==> src/rtl/sp_ram_pkg.sv <==
// Shared constants for the sp_ram scratch memory: default geometry and read-mode encodings.
package sp_ram_pkg;

    localparam int unsigned SP_RAM_AW_DEF = 4;
    localparam int unsigned SP_RAM_DW_DEF = 8;

    localparam logic MODE_ASYNC = 1'b0;
    localparam logic MODE_SYNC  = 1'b1;

endpackage

==> src/rtl/sp_ram_array.sv <==
// Storage array for sp_ram: 2^AW x DW words, async-reset clear, one write port, one combinational read port.
module sp_ram_array
    import sp_ram_pkg::*;
#(
    parameter int unsigned AW = SP_RAM_AW_DEF,
    parameter int unsigned DW = SP_RAM_DW_DEF
) (
    input  logic          clk,
    input  logic          rst_n,
    input  logic          wr_en_i,
    input  logic [AW-1:0] addr_i,
    input  logic [DW-1:0] wdata_i,
    output logic [DW-1:0] rdata_o
);

    localparam int unsigned DEPTH = 1 << AW;

    logic [DW-1:0] mem_q [DEPTH];

    // Reset wins over a write on the same edge, so an interrupted write never lands.
    always_ff @(posedge clk or negedge rst_n) begin
        if (!rst_n) begin
            for (int i = 0; i < DEPTH; i++) begin
                mem_q[i] <= '0;
            end
        end else if (wr_en_i) begin
            mem_q[addr_i] <= wdata_i;
        end
    end

    assign rdata_o = mem_q[addr_i];

endmodule

==> src/rtl/sp_ram.sv <==
// sp_ram top: read register, cs/oe/mode output select. Define SP_RAM_WRITE_FIRST_EN to load write data into the read register.
module sp_ram
    import sp_ram_pkg::*;
#(
    parameter int unsigned AW = SP_RAM_AW_DEF,
    parameter int unsigned DW = SP_RAM_DW_DEF
) (
    input  logic          clk,
    input  logic          rst_n,
    input  logic [AW-1:0] addr,
    input  logic [DW-1:0] data_in,
    input  logic          we,
    input  logic          cs,
    input  logic          oe,
    input  logic          mode_cs,
    output logic [DW-1:0] data_out
);

    logic          wr_en;
    logic          rd_en;
    logic [DW-1:0] arr_rdata;
    logic [DW-1:0] rd_d;
    logic [DW-1:0] rd_q;

    assign wr_en = cs & we;
    assign rd_en = cs & ~we;

    sp_ram_array #(
        .AW (AW),
        .DW (DW)
    ) u_array (
        .clk     (clk),
        .rst_n   (rst_n),
        .wr_en_i (wr_en),
        .addr_i  (addr),
        .wdata_i (data_in),
        .rdata_o (arr_rdata)
    );

    always_comb begin
        rd_d = rd_q;
        if (rd_en) begin
            rd_d = arr_rdata;
        end
`ifdef SP_RAM_WRITE_FIRST_EN
        else if (wr_en) begin
            rd_d = data_in;
        end
`endif
    end

    always_ff @(posedge clk or negedge rst_n) begin
        if (!rst_n) begin
            rd_q <= '0;
        end else begin
            rd_q <= rd_d;
        end
    end

    // oe and mode_cs are live selects; sync mode simply exposes whatever rd_q last captured.
    always_comb begin
        data_out = '0;
        if (cs && oe) begin
            if (mode_cs == MODE_SYNC) begin
                data_out = rd_q;
            end else begin
                data_out = arr_rdata;
            end
        end
    end

endmodule

==> config.mk <==
export PLATFORM = sky130hd
export DESIGN_NAME = sp_ram
export DESIGN_NICKNAME = d
export VERILOG_FILES = /design/src/rtl/sp_ram_pkg.sv /design/src/rtl/sp_ram_array.sv /design/src/rtl/sp_ram.sv
export SDC_FILE = /design/constraint.sdc
export NUM_CORES = 1
export LEC_CHECK = 0
export ABC_AREA = 1
export BUFFER_PORTS_ARGS = -buffer_cell sky130_fd_sc_hd__buf_2
export CAP_MARGIN = 20
export CORE_MARGIN = 2
export CORE_UTILIZATION = 55
export CTS_CLUSTER_DIAMETER = 80
export DETAILED_ROUTE_END_ITERATION = 12
export PLACE_DENSITY = 0.72
export REMOVE_ABC_BUFFERS = 1
export SLEW_MARGIN = 0
export SYNTH_ARGS = -nofsm -noshare
export SYNTH_HDL_FRONTEND = slang
export SYNTH_HIERARCHICAL = 1
export SYNTH_SLANG_ARGS = --single-unit
==> constraint.sdc <==
create_clock -name clk -period 3.3 [get_ports clk]
set_clock_uncertainty 0.15 [all_clocks]
set_input_delay 0.66 -clock clk [delete_from_list [all_inputs] [get_ports clk]]
set_output_delay 0.66 -clock clk [all_outputs]
set_load 0.05 [all_outputs]
Word level (Yosys, flattened, before mapping)
Cells that the tools add are included.
Storage, ports and cells
  flip-flop bits (word level): 136
  bits in latches: 0
  memory bits (writable): 0
  bits in read-only memories: 0
  input bits: 18
  output and inout port bits: 8
  word-level logic and storage cells: 33
  memories: 0
Operators by class
  add/sub/neg operators: 0
  multipliers: 0
  divide/modulo/power cells: 0
  magnitude comparators: 2
  equal/unequal tests: 0
  shift-type cells: 0
  multiplexer cells: 8
  bitwise logic cells: 4
  reductions and logical operators: 2
Operators with widths (number)
  bitwise mux 128 bit: 1
  two-way mux 8 bit: 5
  binary-select mux 8 bit (select 4 bit): 1
  demux 8 bit (select 4 bit): 1
  greater-or-equal comparator 5 bit, second input constant: 1
  < comparator 5 x 1 -> 1 bit, second input constant: 1
  inverter 4 -> 5 bit: 1
  AND 1 bit: 2
  logical AND 1 bit: 2
  inverter 1 bit: 1

Longest topological paths before layout
Gate-level depths: netlist of the first run.
  depth in word-level cells: 6
  depth in mapped cells: 13
  mapped depth without buffers: 11

Hierarchy
The synthesis of the first run kept the hierarchy.
By module, submodules not included
  sp_ram_array: times used 1, cells an instance 830, area each 6063.3 sq um, seq. area each 3203.1 sq um
  sp_ram: times used 1, cells an instance 82, area each 509.2 sq um, seq. area each 200.2 sq um

Least setup slack after synthesis of the first run
No wires, ideal clock.
  kind: input to output
  start point: input port addr[1]
  end point: output port data_out[0]
  arrival: 2212 ps
  required time: 2490 ps
  setup slack: 278 ps
  cell stages on the path: 11
  buffers on the path: 2
  path through: buf_2 -> inv_2 -> clkbuf_1 -> nand2_1 -> nand2_1 -> nand2_1 -> nand2_1 -> inv_1 -> nand2_1 -> nor2_1 -> nor2_1
Between the ends
  cells in the longest elaborated chain, start to end: 6
Ends and longest elaborated chain
  start, declared: line sp_ram.sv:10  | input logic [AW-1:0] addr,
  inverter 4 -> 5 bit (implied by the code): line sp_ram_array.sv:31  | assign rdata_o = mem_q[addr_i];
  binary-select mux 8 bit (select 4 bit): line sp_ram_array.sv:31
  two-way mux 8 bit (implied by the code) (2 in a row): line sp_ram_array.sv:31
  via arr_rdata[0]: line sp_ram.sv:21  | logic [DW-1:0] arr_rdata;
  two-way mux 8 bit: line sp_ram.sv:64  | if (mode_cs == MODE_SYNC) begin
  two-way mux 8 bit: line sp_ram.sv:63  | if (cs && oe) begin
  end, declared: line sp_ram.sv:16  | output logic [DW-1:0] data_out
The timed path passes the listed nets, and every way through them passes these cells. The select of a mux whose other input is x is not followed.

Worst setup path after layout of the first run
Ends and elaborated chain as after synthesis.

==> flow_summary.yaml, run 1 <==
drt:
  dr_total_vias: 5761
  finalWirelength_mm: 16.4
  vias_per_cell: 5.37
  dr.pass1.iters: 7
  dr.first_iter.drc_count: 616
  ant_nets: 0
  wire_per_inst_um: 15.3
  drc_errors: 0
critical_path:
  r2r-start: "u_array/mem_q[78]"
  path_buf_inv: 4
  cpPeakStageDelay_ns: 0.38
  cp_common_cell: "nand2_1"
  worstSetupStartpoint: "addr[1]"
  startpoint_type: "input port"
  critical_path.cell_chain: "buf_2, buf_4, nand2_1, nand2_1, nand2_1, nand2_1, inv_1, nand2_1, nor2_1, nor2_1, buf_2"
  path_delay_family: "buffers and inverters"
  cp_slowest_cell: "buf_4"
  cp_data_required_time_ns: 2.49
  arrival_ns: 2.15
  crit_type: "input port to output port"
  crit_path_end_kind: "output port"
  path_max_fanout: 30
layout:
  fin_nets: 935
  syn_to_final_growth_pct: 12.3
  final_cells: 1073
  postLayoutCellArea_mm2: 0.00738
  antennaDiodeCount: 0
  num-fill-cells: 997
  fin_util: 0.641
  drive_gt1_frac: 0.0860
place:
  preCtsSetupSlack_ns: 0.376
  place_congestion: 0.857
  dp_hpwl_mm: 10.5
  port_buffers: 25
  dpl_cell_area_mm2: 0.00679
  placed_cells: 1041
timing:
  finalCriticalPeriod_ns: 2.96
  tns_ns: 0
  fin_hold_ws_ns: 0.00965
  worst_slew_pin_slew_ns: 0.756
  rsz0062_at_grt: "no"
  setup_viol: 0
  hold_viol: 0
  fin_crit_sh: 0.898
  max_freq_mhz: 337
  maxSlewHeadroom: 0.496
  drv_slew: 0
  worst_slack_ns: 0.336
global_routing:
  grt_max_degree: 59
  antenna_found_initial: 0
  overflow: 0
  grt_pass1_vias: 5303
  grt_pass1_wl_mm: 27.3
  track_usage: 0.274
clock_network:
  cts_buffer_depth: 2
  root_buffer: "clkbuf_16"
  clk_latency_ns: 0.43
  cts_sinks: 136
  cts_buffers: 17
  cts_resized: 0
  ctsHoldBuffers: 0
  cts_tree: "built"
  cts-htree-levels: 4
  post_cts_buffers: 0
  cts.clk_slew.worst_paths_ns: 0.05
die:
  initial_core_util: 0.571
  rows: 39
  io_pins: 26
  core_mm2: 0.0115
  dieWidth_um: 113
  die_area_mm2: 0.0128
  die_h_um: 113
synth:
  syn_inst: 912
  synthTopCellsByArea: "dfrtp_1 52%, nand2_1 27%, a21oi_1 3.7%"
  ys_warn_count: 6
  ys_seq_area_frac: 0.518
  yosys_register_bits: 136
  syn_area_mm2: 0.00657
  yosys.area.top_type: "dfrtp_1"
  yosysUniqueCellTypes: 20
  syn_avg_cell_area_um2: 7.21
  synth_top_area_share: 0.518
status:
  status: "finished clean"
power:
  p_total_mw: 4.95
  leakage_nw: 3.93
  p_per_area_mw_per_mm2: 670
  ir_worst_vdd_uv: 396
job:
  cap_violations: 0
hold_path:
  hold_class: "input port to async pin"
synth_stat cells:
master    number
buf_6          2
clkinv_2       1
nand4_1        2
dfrtp_1      136
nor3_2         2
a21oi_1       48
inv_2          5
nor2_4         1
nor2_1        64
nand2_2        1
o21ai_1       47
clkbuf_1      20
nor2_2         8
clkinv_1       1
nand2_1      476
o21ai_0       33
buf_1          3
nand3_1        2
buf_2         24
inv_1         36
cells in the final DEF (no fill, tap or decap), types with 3 or more instances in the layout:
master and instances:
a21oi_1 48, buf_12 5, inv_1 36, clkbuf_16 17, nor2_1 64, dfrtp_1 136, clkbuf_1 5, clkinv_2 4
o21ai_0 33, inv_2 5, nor2_2 8, nand2_1 476, bufinv_16 3, buf_4 5, o21ai_1 47, buf_2 24
cell families after synthesis:
logic type | synth area share
compound gates | 0.0975
simple gates | 0.325
flops | 0.518
buf+inv | 0.0596
worst paths after layout:
kind / to / slack, ns / cells after the start
max: data_out[0] / 0.34 / 11
min: u_array/mem_q[119] / 0.01 / 1
min in group clk: rd_q[2] / 0.33 / 2
max in group asynchronous: rd_q[1] / 2.15 / 2
max reg2reg: rd_q[6] / 1.95 / 10
min reg2reg: rd_q[2] / 0.33 / 2
layer usage:
layer	global-route usage	part of all wire
met5	0	0
met4	0.0927	0.017
met3	0.0552	0.081
met2	0.401	0.44
met1	0.409	0.47
power breakdown:
part | internal (mW) | switching [mW]
Clock | 1.22 | 0.691
Combinational | 0.313 | 0.520
Sequential | 2.01 | 0.191
cell type report:
cell class,count,area [um^2],area share
Multi-Input combinational cell,684,2780,0.376
Clock inverter,8,120,0.0163
Timing Repair Buffer,35,269,0.0364
Sequential cell,136,3400,0.461
Inverter,43,163,0.0220
Clock buffer,24,472,0.0639
Tap cell,143,179,0.0242
flip-flops by register name, indices dropped and copies added (netlist names):
signal	flops
rd_q	8
u_array/mem_q	128
(Power assumes the default switching activity.)
==> run 2: changes to the inputs <==
Settings changed: CORE_UTILIZATION 55 to 65, PLACE_DENSITY 0.72 to 0.83, TNS_END_PERCENT from default to 20.
==> flow_summary.yaml, run 2 (synthesized netlist as in run 1, its figures left out) <==
timing:
  drv_slew: 0
  fin_hold_ws_ns: 0.0364
  fin_crit_sh: 0.896
  max_freq_mhz: 338
  finalCriticalPeriod_ns: 2.96
  hold_viol: 0
  setup_viol: 0
  maxSlewHeadroom: 0.494
  worst_slew_pin_slew_ns: 0.760
  worst_slack_ns: 0.343
  tns_ns: 0
  rsz0062_at_grt: "no"
critical_path:
  r2r-start: "u_array/mem_q[27]"
  cp_slowest_cell: "buf_2"
  startpoint_type: "input port"
  path_max_fanout: 32
  cp_data_required_time_ns: 2.49
  worstSetupStartpoint: "addr[0]"
  crit_type: "input port to output port"
  path_delay_family: "simple AND/OR/NAND/NOR gates"
  critical_path.cell_chain: "buf_2, inv_2, buf_12, nand2_1, nand2_1, nand2_1, nand2_1, nand2_1, nand2_1, inv_1, nand2_1, nor2_1, nor2_1, buf_2"
  arrival_ns: 2.15
  cp_common_cell: "nand2_1"
  cpPeakStageDelay_ns: 0.26
  crit_path_end_kind: "output port"
  path_buf_inv: 5
place:
  placed_cells: 1033
  dp_hpwl_mm: 9.80
  dpl_cell_area_mm2: 0.00678
  port_buffers: 25
  preCtsSetupSlack_ns: 0.412
  place_congestion: 0.848
power:
  p_total_mw: 4.94
  swShare: 0.282
  intPower_mw: 3.55
  p_comb_frac: 0.171
  switchingPower_mw: 1.39
  pwr-share-clk: 0.384
  p_per_area_mw_per_mm2: 670
  leakage_nw: 3.94
  p_seq_frac: 0.445
  ir_worst_vdd_uv: 491
layout:
  reg_top3: "u_array/mem_q: 128 flops, rd_q: 8 flops"
  largest_reg_flops: 128
  final_cells: 1065
  syn_to_final_growth_pct: 12.3
  fin_nets: 937
  fin_util: 0.755
  layout_common_cells: "476 x nand2_1, 136 x dfrtp_1, 64 x nor2_1"
  drive_gt1_frac: 0.0901
  antennaDiodeCount: 0
  top_register: "u_array/mem_q"
  postLayoutCellArea_mm2: 0.00738
  final_common_cell: "nand2_1"
drt:
  wire_per_inst_um: 15.4
  dr.first_iter.drc_count: 586
  drc_errors: 0
  dr_total_vias: 5871
  finalWirelength_mm: 16.4
  vias_per_cell: 5.51
  dr.pass1.iters: 5
  ant_nets: 0
global_routing:
  grt_pass1_vias: 5557
  grt_pass1_wl_mm: 27.5
  grt_max_degree: 84
  track_usage: 0.324
  antenna_found_initial: 0
  overflow: 0
clock_network:
  cts_buffers: 17
  cts_resized: 0
  cts_buffer_depth: 2
  cts_tree: "built"
  cts_sinks: 136
  root_buffer: "clkbuf_8"
  clk_latency_ns: 0.53
  cts-htree-levels: 4
  ctsHoldBuffers: 0
  cts.clk_slew.worst_paths_ns: 0.06
  post_cts_buffers: 0
status:
  status: "finished clean"
hold_path:
  hold_class: "input port to async pin"
die:
  core_mm2: 0.00977
  die_area_mm2: 0.0109
  initial_core_util: 0.672
  die_h_um: 105
  dieWidth_um: 105
  io_pins: 26
  rows: 36
job:
  cap_violations: 0
-- run 2: cell types whose count changed in the layout (fill, tap and decap cells not counted), sizes merged --
cell / before / now
clkinvlp: 2 / 1
clkinv: 5 / 6
buf: 35 / 37
-- run 2: cell type report --
class | count | area, um^2
Sequential cell | 136 | 3400
Multi-Input combinational cell | 684 | 2780
Fill cell | 737 | 2390
Clock buffer | 24 | 480
Timing Repair Buffer | 37 | 272
Tap cell | 133 | 166
Inverter | 43 | 163
Clock inverter | 8 | 118
-- run 2: power by group through the flow --
stage | combinational [mW] | clock (mW) | sequential [mW]
CTS | 0.842 | 1.92 | 2.20
detailed placement | 0.820 | 0 | 2.21
global placement | 0.785 | 0 | 2.20
global route | 0.979 | 1.99 | 2.24
finish | 0.846 | 1.90 | 2.20
floorplan | 0.590 | 0 | 2.17
-- run 2: worst register-to-register path, delay by kind of cell, from the launching register on --
family / cells / cell delay [ns]
flip-flops: 1 / 0.39
AND/OR/NAND/NOR: 9 / 0.65
buffers and inverters: 1 / 0.05
-- run 2: metal layers --
metal  wire length, um  share of wire  GRT usage  vias to the layer above
met5                 0              0          0                        -
met4               345          0.021      0.127                        0
met3              1560          0.095     0.0799                       37
met2              7840           0.48      0.499                      281
met1              6670           0.41      0.446                     2728
li1                  -              -          -                     2825
-- run 2: path summary, 6_finish.rpt --
check / to / slack [ns] / cells after the start
hold reg to reg: rd_q[6] / 0.33 / 2
setup reg to reg: rd_q[3] / 1.95 / 10
min in group clk: rd_q[6] / 0.32 / 4
hold / removal: u_array/mem_q[119] / 0.04 / 1
setup / recovery: data_out[2] / 0.34 / 14
max in group asynchronous: u_array/mem_q[91] / 2.25 / 2
==> run 3: changes to the inputs <==
Clock period 3.3 ns to 3.5 ns, I/O delays scaled along.
==> flow_summary.yaml, run 3 (synthesized netlist as in run 1, its figures left out) <==
job:
  cap_violations: 0
clock_network:
  cts.clk_slew.worst_paths_ns: 0.06
  cts_resized: 0
  cts_tree: "built"
  root_buffer: "clkbuf_8"
  clk_latency_ns: 0.54
  cts_sinks: 136
  post_cts_buffers: 0
  cts_buffers: 17
  ctsHoldBuffers: 0
  cts_buffer_depth: 2
  cts-htree-levels: 4
global_routing:
  overflow: 0
  antenna_found_initial: 0
  track_usage: 0.328
  grt_max_degree: 76
  grt_pass1_vias: 5627
  grt_pass1_wl_mm: 27.7
critical_path:
  crit_type: "input port to output port"
  critical_path.cell_chain: "buf_2, buf_4, nand2_1, nand2_1, nand2_1, nand2_1, nand2_1, nand2_1, inv_1, nand2_1, nor2_1, nor2_2, buf_2"
  path_buf_inv: 4
  cp_common_cell: "nand2_1"
  cp_data_required_time_ns: 2.65
  crit_path_end_kind: "output port"
  r2r-start: "u_array/mem_q[6]"
  path_max_fanout: 31
  r2r_cells: 10
  cpPeakStageDelay_ns: 0.35
  r2r_setup_slack_ns: 2.12
  arrival_ns: 2.31
  path_delay_family: "buffers and inverters"
  startpoint_type: "input port"
  reg2reg_to: "rd_q[6]"
  cp_slowest_cell: "buf_4"
layout:
  final_common_cell: "nand2_1"
  layout_common_cells: "476 x nand2_1, 136 x dfrtp_1, 64 x nor2_1"
  top_register: "u_array/mem_q"
  drive_gt1_frac: 0.0914
  fin_nets: 935
  syn_to_final_growth_pct: 11.3
  largest_reg_flops: 128
  antennaDiodeCount: 0
  reg_top3: "u_array/mem_q: 128 flops, rd_q: 8 flops"
power:
  p_total_mw: 4.62
  leakage_nw: 3.90
  ir_worst_vdd_uv: 524
  p_per_area_mw_per_mm2: 632
die:
  io_pins: 26
  initial_core_util: 0.672
  rows: 36
  dieWidth_um: 105
  core_mm2: 0.00977
  die_h_um: 105
  die_area_mm2: 0.0109
timing:
  rsz0062_at_grt: "no"
  drv_slew: 0
  maxSlewHeadroom: 0.471
  tns_ns: 0
  setup_viol: 0
  max_freq_mhz: 317
  finalCriticalPeriod_ns: 3.16
  fin_crit_sh: 0.902
  fin_hold_ws_ns: 0.0261
  hold_viol: 0
  worst_slew_pin_slew_ns: 0.793
  worst_slack_ns: 0.344
drt:
  finalWirelength_mm: 16.5
  vias_per_cell: 5.59
  dr.pass1.iters: 6
  dr.first_iter.drc_count: 626
  wire_per_inst_um: 15.6
  drc_errors: 0
  ant_nets: 0
  dr_total_vias: 5942
hold_path:
  hold_class: "input port to async pin"
place:
  port_buffers: 25
  dp_hpwl_mm: 10.3
  preCtsSetupSlack_ns: 0.406
  place_congestion: 0.892
status:
  status: "finished clean"
## run 3: cell types whose count changed in the layout (fill, tap and decap cells not counted)
cell / delta
buf_12: -3
buf_4: +1
bufinv_16: -1
clkbuf_1: -3
clkbuf_8: -2
clkinv_2: -2
clkinv_4: +1
clkinvlp_4: +3
inv_6: +4
## run 3: area by class of cell
type,count,area (um^2)
flip-flops and latches,136,3400
inverters,43,163
repair buffers,35,219
multi-input cells,684,2780
clock buffers,19,442
fillers,745,2460
clock inverters,13,144
well taps,133,166
## run 3: worst max path at each step
stage,from,depth (start not counted),slack (ns),endpoint
2_1_floorplan,addr[0],11,0.26,data_out[0]
3_3_place_gp,addr[0],13,0.43,data_out[3]
3_5_place_dp,addr[0],14,0.41,data_out[3]
4_1_cts,addr[0],13,0.37,data_out[6]
5_1_grt,addr[0],13,0.15,data_out[0]
6_report,addr[0],13,0.34,data_out[6]
## run 3: metrics by stage
step	util	std cells	cell area (um^2)
final	0.748	1063	7310
after global routing	0.748	1063	7310
after CTS	0.748	1063	7310
after detailed placement	0.688	1031	6730
after global placement	0.688	1031	6730
after floorplan	-	863	6340
## run 3: metal layers
metal / part of all wire / GRT usage / up-vias / wire length, um
met4: 0.021 / 0.102 / 0 / 348
met1: 0.42 / 0.453 / 2791 / 6890
met2: 0.47 / 0.513 / 293 / 7740
met3: 0.094 / 0.0861 / 34 / 1560
li1: - / - / 2824 / -
met5: 0 / 0 / - / 0
## run 3: report_power, final
| part | internal (mW) | switching [mW] |
|---|---|---|
| sequential | 1.89 | 0.175 |
| combinational | 0.289 | 0.515 |
| clock | 1.06 | 0.690 |
| total | 3.24 | 1.38 |
